**src/rtl/dac_spi_receiver.sv**
```systemverilog
// dac_spi_receiver
//   Receiving end of the DAC SPI write link. All SPI pins are oversampled in
//   the clk_i domain. A frame (command field followed by a two's complement
//   sample, MSB first) is accepted when chip-select rises after exactly
//   FRAME_BITS SCK rising edges. Any other bit count raises frame_err_o.
//
// Ports
//   clk_i         system clock (50 MHz)
//   reset_i       synchronous, active-high reset
//   spi_clk_i     SPI clock from the writer, idle low
//   spi_mosi_i    serial data, MSB first, sampled on SCK rise
//   spi_cs_i      chip select, active low
//   dac_reset_ni  DAC reset, active low: clears outputs and aborts a frame
//   data_o        last accepted sample (two's complement)
//   cmd_o         last accepted command field
//   valid_o       one-cycle strobe, data_o/cmd_o updated
//   frame_err_o   one-cycle strobe, frame closed with a wrong bit count
//   is_idle_o     high when no frame is being shifted in
`timescale 1ns/1ps
module dac_spi_receiver #(
  parameter int FRAME_BITS  = 24,
  parameter int DATA_BITS   = 16,
  parameter int SYNC_STAGES = 2
) (
  input  logic                               clk_i,
  input  logic                               reset_i,
  input  logic                               spi_clk_i,
  input  logic                               spi_mosi_i,
  input  logic                               spi_cs_i,
  input  logic                               dac_reset_ni,
  output logic signed [DATA_BITS-1:0]        data_o,
  output logic [FRAME_BITS-DATA_BITS-1:0]    cmd_o,
  output logic                               valid_o,
  output logic                               frame_err_o,
  output logic                               is_idle_o
);

  localparam int                 CNT_W    = $clog2(FRAME_BITS + 2);
  localparam logic [CNT_W-1:0]   CNT_FULL = CNT_W'(FRAME_BITS);
  localparam logic [CNT_W-1:0]   CNT_MAX  = CNT_W'(FRAME_BITS + 1);

  typedef enum logic [1:0] {
    WAIT_IDLE,
    IDLE,
    SHIFT
  } state_t;

  // Bit counter saturates one past a full frame so overlong frames stay
  // distinguishable from a correct one.
  function automatic logic [CNT_W-1:0] sat_inc(input logic [CNT_W-1:0] cnt);
    if (cnt >= CNT_MAX) begin
      return CNT_MAX;
    end
    return cnt + 1'b1;
  endfunction

  logic [SYNC_STAGES-1:0] sck_sync;
  logic [SYNC_STAGES-1:0] mosi_sync;
  logic [SYNC_STAGES-1:0] cs_sync;
  logic [SYNC_STAGES-1:0] dac_sync;
  logic [SYNC_STAGES-1:0] vld_sync;

  logic sck_p0;
  logic mosi_p0;
  logic cs_p0;
  logic dac_n_p0;
  logic sck_prev;
  logic cs_prev;

  logic sck_rise_p1;
  logic cs_rise_p1;
  logic cs_fall_p1;
  logic cs_p1;
  logic mosi_p1;
  logic dac_n_p1;
  logic vld_p1;

  state_t                  state;
  state_t                  state_d;
  logic [CNT_W-1:0]        bit_cnt;
  logic [FRAME_BITS-1:0]   shreg;
  logic                    valid_d;
  logic                    err_d;
  logic                    load;
  logic                    start;
  logic                    shift_en;

  // Stage p0: synchronizer chains, reset to the idle pin levels. vld_sync
  // fills with ones after reset so the FSM ignores levels that are still
  // the reset values rather than real pin samples.
  always_ff @(posedge clk_i) begin
    if (reset_i) begin
      sck_sync  <= '0;
      mosi_sync <= '0;
      cs_sync   <= '1;
      dac_sync  <= '1;
      vld_sync  <= '0;
    end else begin
      sck_sync  <= {sck_sync[SYNC_STAGES-2:0],  spi_clk_i};
      mosi_sync <= {mosi_sync[SYNC_STAGES-2:0], spi_mosi_i};
      cs_sync   <= {cs_sync[SYNC_STAGES-2:0],   spi_cs_i};
      dac_sync  <= {dac_sync[SYNC_STAGES-2:0],  dac_reset_ni};
      vld_sync  <= {vld_sync[SYNC_STAGES-2:0],  1'b1};
    end
  end

  assign sck_p0   = sck_sync[SYNC_STAGES-1];
  assign mosi_p0  = mosi_sync[SYNC_STAGES-1];
  assign cs_p0    = cs_sync[SYNC_STAGES-1];
  assign dac_n_p0 = dac_sync[SYNC_STAGES-1];

  // Stage p1: edge flags registered together with the pin levels seen at
  // the same instant, so MOSI stays aligned with its SCK rise.
  always_ff @(posedge clk_i) begin
    if (reset_i) begin
      sck_prev    <= 1'b0;
      cs_prev     <= 1'b1;
      sck_rise_p1 <= 1'b0;
      cs_rise_p1  <= 1'b0;
      cs_fall_p1  <= 1'b0;
      cs_p1       <= 1'b1;
      mosi_p1     <= 1'b0;
      dac_n_p1    <= 1'b1;
      vld_p1      <= 1'b0;
    end else begin
      sck_prev    <= sck_p0;
      cs_prev     <= cs_p0;
      sck_rise_p1 <= sck_p0 & ~sck_prev;
      cs_rise_p1  <= cs_p0 & ~cs_prev;
      cs_fall_p1  <= ~cs_p0 & cs_prev;
      cs_p1       <= cs_p0;
      mosi_p1     <= mosi_p0;
      dac_n_p1    <= dac_n_p0;
      vld_p1      <= vld_sync[SYNC_STAGES-1];
    end
  end

  // Stage p2: frame FSM. A CS rise always wins over an SCK rise in the
  // same cycle. DAC reset overrides everything and drops back to WAIT_IDLE
  // so a frame that is already under way is never picked up halfway.
  always_comb begin
    state_d  = state;
    valid_d  = 1'b0;
    err_d    = 1'b0;
    load     = 1'b0;
    start    = 1'b0;
    shift_en = 1'b0;
    case (state)
      WAIT_IDLE: begin
        if (vld_p1 && cs_p1) begin
          state_d = IDLE;
        end
      end
      IDLE: begin
        if (cs_fall_p1) begin
          state_d = SHIFT;
          start   = 1'b1;
        end
      end
      SHIFT: begin
        if (cs_rise_p1) begin
          state_d = IDLE;
          if (bit_cnt == CNT_FULL) begin
            valid_d = 1'b1;
            load    = 1'b1;
          end else begin
            err_d = 1'b1;
          end
        end else if (sck_rise_p1) begin
          shift_en = 1'b1;
        end
      end
      default: state_d = WAIT_IDLE;
    endcase
    if (!dac_n_p1) begin
      state_d  = WAIT_IDLE;
      valid_d  = 1'b0;
      err_d    = 1'b0;
      load     = 1'b0;
      start    = 1'b0;
      shift_en = 1'b0;
    end
  end

  always_ff @(posedge clk_i) begin
    if (reset_i) begin
      state       <= WAIT_IDLE;
      bit_cnt     <= '0;
      valid_o     <= 1'b0;
      frame_err_o <= 1'b0;
      data_o      <= '0;
      cmd_o       <= '0;
    end else begin
      state       <= state_d;
      valid_o     <= valid_d;
      frame_err_o <= err_d;
      if (start) begin
        bit_cnt <= '0;
      end else if (shift_en) begin
        bit_cnt <= sat_inc(bit_cnt);
      end
      if (!dac_n_p1) begin
        data_o <= '0;
        cmd_o  <= '0;
      end else if (load) begin
        data_o <= $signed(shreg[DATA_BITS-1:0]);
        cmd_o  <= shreg[FRAME_BITS-1:DATA_BITS];
      end
    end
  end

  always_ff @(posedge clk_i) begin
    if (start) begin
      shreg <= '0;
    end else if (shift_en) begin
      shreg <= {shreg[FRAME_BITS-2:0], mosi_p1};
    end
  end

  assign is_idle_o = (state != SHIFT);

endmodule

```
**config.mk**
```make
export PLATFORM = sky130hd
export DESIGN_NAME = dac_spi_receiver
export DESIGN_NICKNAME = d
export VERILOG_FILES = /design/src/rtl/dac_spi_receiver.sv
export SDC_FILE = /design/constraint.sdc
export NUM_CORES = 1
export LEC_CHECK = 0
export ABC_AREA = 0
export CAP_MARGIN = 20
export CORE_AREA = 5 5 78 80
export CTS_BUF_LIST = sky130_fd_sc_hd__clkbuf_8
export DETAILED_ROUTE_END_ITERATION = 6
export DIE_AREA = 0 0 83 85
export HOLD_SLACK_MARGIN = 0.03
export PLACE_DENSITY = 0.76
export SLEW_MARGIN = 10
export SYNTH_ARGS = -nofsm -noshare
export SYNTH_HDL_FRONTEND = slang
export SYNTH_SLANG_ARGS = --single-unit
```
**constraint.sdc**
```tcl
create_clock -name clk_i -period 2 [get_ports clk_i]
set_clock_uncertainty 0.05 [all_clocks]
set_input_delay 0.3 -clock clk_i [delete_from_list [all_inputs] [get_ports clk_i]]
set_output_delay 0.3 -clock clk_i [all_outputs]
set_load 0.01 [all_outputs]
```
After elaboration in Yosys (flattened, before gate mapping)

Cells that the tools add are included.
W data, S select, Z words.

Register bits: 75
Bits in read-only memories: 0
Memories: 0
Bits in writable memories: 0
Bits of input ports: 6
Output and inout port bits: 27
Word-level logic and storage cells: 68
Latch bits: 0

Eq/ne operators: 7
Bitwise logic cells: 9
Shifts and indexed selects: 0
Reduce and logical (&&, ||, !) cells: 6
Div/mod/pow operators: 0
$add $sub $neg: 1
Muxes and demuxes: 23
Multiply operators: 0
Order comparisons: 1

Operators with widths:

| operator              | count |
|---|---|
| $mux W1               | 17 |
| $mux W5               | 2 |
| $ne A2 B2 Y1 const B  | 4 |
| $mux W2               | 3 |
| $not A1 Y1            | 6 |
| $pmux W2 S3           | 1 |
| $add A5 B1 Y5 const B | 1 |
| $eq A5 B5 Y1 const B  | 1 |
| $ge A5 B5 Y1 const B  | 1 |
| $reduce_or A2 Y1      | 2 |
| $reduce_or A4 Y1      | 1 |
| $and A1 B1 Y1         | 3 |
| $reduce_and A3 Y1     | 1 |
| $eq A2 B1 Y1 const B  | 1 |
| $eq A2 B2 Y1 const B  | 1 |
| $logic_not A2 Y1      | 1 |
| $logic_and A1 B1 Y1   | 1 |

Longest topological paths before layout

Word-level depth: 8
Mapped depth: 7

Worst setup path after synthesis

No wires, ideal clock.

Path kind: register to register
Start: register state[1]
End: register bit_cnt[2]
Data required time: 1875 ps
Buffers on the path: 1
Data arrival time: 1337 ps
Setup slack: 539 ps
Period minus slack after synthesis: 1461 ps
Cell stages (with the launch flop): 5
Path through: dfxtp_1 and4b_1 buf_6 or4_1 o22ai_1

Longest elaborated chain between the ends: 4

RTL lines:

| item                       | line | source |
|---|---|---|
| start: declaration         | 78   | `state_t state;` |
| start signal: assignment   | 194  | `state <= state_d;` |
| $eq A2 B1 Y1               | 148  | `case (state)` |
| $mux W1                    | 148  |  |
| $mux W1                    | 175  | `if (!dac_n_p1) begin` |
| $reduce_or A2 Y1 (no line) | --   |  |
| end signal: assignment     | 200  | `bit_cnt <= sat_inc(bit_cnt);` |
| end: declaration           | 80   | `logic [CNT_W-1:0] bit_cnt;` |

Parallel ways exist; a longest one is shown, timed or not.
A chain may end at the register's enable or synchronous reset.

Worst setup path in the final report

Start: register state[0]
End: output is_idle_o

Longest elaborated chain between the ends: 1

RTL lines:

| item             | line | source |
|---|---|---|
| $ne A2 B2 Y1     | 220  | `assign is_idle_o = (state != SHIFT);` |
| end: declaration | 35   | `output logic is_idle_o` |

Every way passes these cells.

==> reports/results.tsv <==
stage	metric	value	unit
status	status	complete, no violations	
pwr	Leak	0.001174	µW
routing	initial drt markers	207	
timing	fin crit share	0.9665	
worst_setup_path	Critical Path AT	1580	ps
synth	synthesis-stage register bit count	75	
routing	drt first pass iters	5	
timing	RSZ-0062 raised after global routing	no	
timing	relative slew slack	0.6820	
die	FP Rows	27	
synth	count of cell types in the netlist	33	
routing	# DRC	0	
timing	# setup viols final	0	
worst_setup_path	crit path launch type	flip-flop	
cells_and_area	Layout area overhead	22.45	%
routing	DRT Wirelength	6082	µm
worst_setup_path	Req. time, crit path	1650	ps
placement	placed cell area	3201	µm²
cts	CTS clk-pin slew, worst paths	70	ps
die	Chip Width	83	µm
cts	CTS tree	yes	
pwr	Tot Pwr	2834	µW
cts	post-CTS setup buffer count	0	
worst_setup_path	CP endpoint kind	primary output	
pwr	combinational share of power	0.022	
cts	Worst-Skew Late Latency	350	ps
cts	CTS Sinks	75	
timing	Hold Vio Cnt, Final	0	
synth	sequential area share after synthesis	0.5376	
pwr	clock power share	0.444	
flow_run	maxcap violations	0	
timing	Worst Max-Slew Pin Slew	477.1	ps
cts	CTS H-tree depth	3	
placement	Placer Congestion	0.8427	
placement	port bufs	32	
placement	DP HPWL	3824	µm
cells_and_area	Finished Cell Area	3420	µm²
synth	syn_area_per_cell	8.866	µm²
synth	cell count after synthesis	315	
die	core area	5338	µm²
global_route	initial antenna violation count	0	
routing	vias per cell	5.680	
pwr	switching power	601.0	µW
pwr	Worst VDD drop	0.0005904	V
pwr	PD cells	828.9	nW/µm²
global_route	total track usage	0.1797	
routing	routed length per placed instance	14.52	µm
global_route	global-route wire length before repair	10370	µm
die	die area	7055	µm²
worst_hold_path	Worst Hold Class	flip-flop to flip-flop	
cells_and_area	share of layout cells above drive strength 1	0.1124	
routing	Post-DRT Antenna Nets	0	
timing	final setup TNS	0	ps
cts	clock buffer depth	2	
timing	Final Slew Violations	0	
cts	CTS buffer count	9	
cells_and_area	Inserted Diodes	0	
timing	Max Fclk	0.5173	GHz
placement	Post-Place Worst Slack	154.4	ps
cells_and_area	fin nets	351	
global_route	GRT Residual Overflow	0	
worst_setup_path	maximum fanout along the worst path	10	
die	die outline height	85	µm
synth	synthesized cell area	2793	µm²
timing	minimum clock period	1933	ps
die	I/O Pins	33	
routing	metal2 WL	2868	µm
timing	min setup slack post-route	66.92	ps
pwr	Sw Ratio	0.2120	
routing	Post-Route M1 WL	2755	µm
cts	Root Buffer	clkbuf_8	
routing	WL met3	360	µm
routing	via count	2380	
die	initial cell density of the core	0.5232	
pwr	Sequential Power Share	0.535	
worst_setup_path	Worst Setup Path Type	flip-flop to primary output	
global_route	largest net degree at the start of global routing	30	
pwr	Pint	2233	µW
routing	highest metal used	met4	
global_route	vias in the first global route	2249	
synth	Ys Warns	0	
synth	post-synth net total	324	
cells_and_area	fin util	0.6406	
-- cell usage after synthesis, drive strengths merged --
| cell | instances | area (µm²) |
|---|---|---|
| o2111ai | 1 | 8.760 |
| ha | 3 | 37.54 |
| o22a | 1 | 8.760 |
| nand2 | 3 | 11.26 |
| nand4bb | 1 | 11.26 |
| a211oi | 1 | 7.510 |
| o21ai | 50 | 250.2 |
| nand4b | 2 | 17.52 |
| a31oi | 2 | 12.51 |
| inv | 5 | 18.77 |
| nand2b | 1 | 6.260 |
| nor2b | 10 | 62.56 |
| buf | 11 | 60.05 |
| nor3 | 3 | 15.01 |
| nor4 | 2 | 12.51 |
| and4 | 1 | 8.760 |
| nor4bb | 1 | 10.01 |
| nand3 | 48 | 240.2 |
| o22ai | 1 | 6.260 |
| or4 | 1 | 7.510 |
| a21oi | 52 | 260.3 |
| clkbuf | 18 | 67.56 |
| a21o | 1 | 7.510 |
| or2 | 7 | 43.79 |
| dfxtp | 75 | 1501 |
| and3 | 3 | 18.77 |
| or2b | 1 | 7.510 |
| nand3b | 3 | 22.52 |
| nor2 | 3 | 11.26 |
| nor4b | 1 | 8.760 |
| and4b | 3 | 30.03 |
-- stage by stage --
| step | std cells | hold slack [ps] |
|---|---|---|
| 3_3_place_gp | 403 | 321.2 |
| 3_5_place_dp | 403 | 332.0 |
| 6_report | 419 | 345.1 |
| 5_1_grt | 419 | 370.7 |
| 4_1_cts | 419 | 345.1 |
| 2_1_floorplan | 315 | 317.4 |
-- power by group through the flow --
stage / sequential (µW) / clock (µW) / combinational (µW)
2_1_floorplan: 1550 / 0 / 35.4
3_3_place_gp: 1550 / 0 / 61.0
3_5_place_dp: 1550 / 0 / 61.4
4_1_cts: 1510 / 1270 / 61.9
5_1_grt: 1520 / 1350 / 67.8
6_report: 1520 / 1260 / 62.2
-- cells in the final DEF (no fill, tap or decap), drive strengths merged, types with 2 or more instances in the layout --
cell / n
and3: 3
nor4: 2
buf: 13
nand2: 3
o21ai: 50
nor2: 3
nand3: 48
or2: 7
a31oi: 2
nand4b: 2
bufinv: 2
nor2b: 10
a21oi: 52
nor3: 3
clkbuf: 9
clkdlybuf4s50: 32
clkinv: 2
and4b: 3
inv: 5
ha: 3
dfxtp: 75
clkinvlp: 3
nand3b: 3
-- repair_timing --
item / CTS / global route
hold buffers: 0 / 0
resized for setup: 0 / 2
setup endpoints to repair: 0 / 16
-- registers in the layout, indices dropped and copies added (netlist names), 2 cells and up --
name and flops:
shreg 24, data_o 16, cmd_o 8, bit_cnt 5, cs_sync 2, dac_sync 2, mosi_sync 2, sck_sync 2
state 2, vld_sync 2
-- final cells by class --
class	count	area (µm²)
clock buffer	9	123.9
tap	72	90.09
fill	489	1918
multi-input combinational	206	1161
inverter	5	18.77
clock inverter	7	92.59
timing repair buffer	45	430.4
sequential	75	1503
-- routing by layer --
metal / track usage / vias up
met5: 0 / -
met4: 0.07132 / 0
met3: 0.06505 / 9
met2: 0.2988 / 70
met1: 0.2117 / 1124
li1: - / 1177
-- path summary, 6_finish.rpt --
check / from / endpoint / slack, ps / depth (start not counted)
hold / removal: sck_prev$_SDFF_PP0_ / sck_rise_p1$_SDFF_PP0_ / 350 / 1
hold reg to reg: sck_prev$_SDFF_PP0_ / sck_rise_p1$_SDFF_PP0_ / 350 / 1
setup reg to reg: bit_cnt[1]$_SDFFE_PP0P_ / cmd_o[6]$_SDFFE_PP0P_ / 400 / 5
setup / recovery: state[0]$_SDFFE_PP0P_ / is_idle_o / 70 / 2
-- worst max-delay path, cell delays in order, from the launching register on --
cell	delay, ps
dfxtp_1	510
or2b_1	180
clkdlybuf4s50_1	550
-- logic make-up (layout without fill, tap and decap cells) --
family,count (synthesis),after routing,synth area share
AO/OA/AOI/OAI,109,109,0.2012
flip-flops,75,75,0.5376
AND/OR/NAND/NOR,94,94,0.1953
adder cells (fa/ha/maj),3,3,0.01344
buffers and inverters,34,66,0.05242
(Power assumes the default switching activity.)
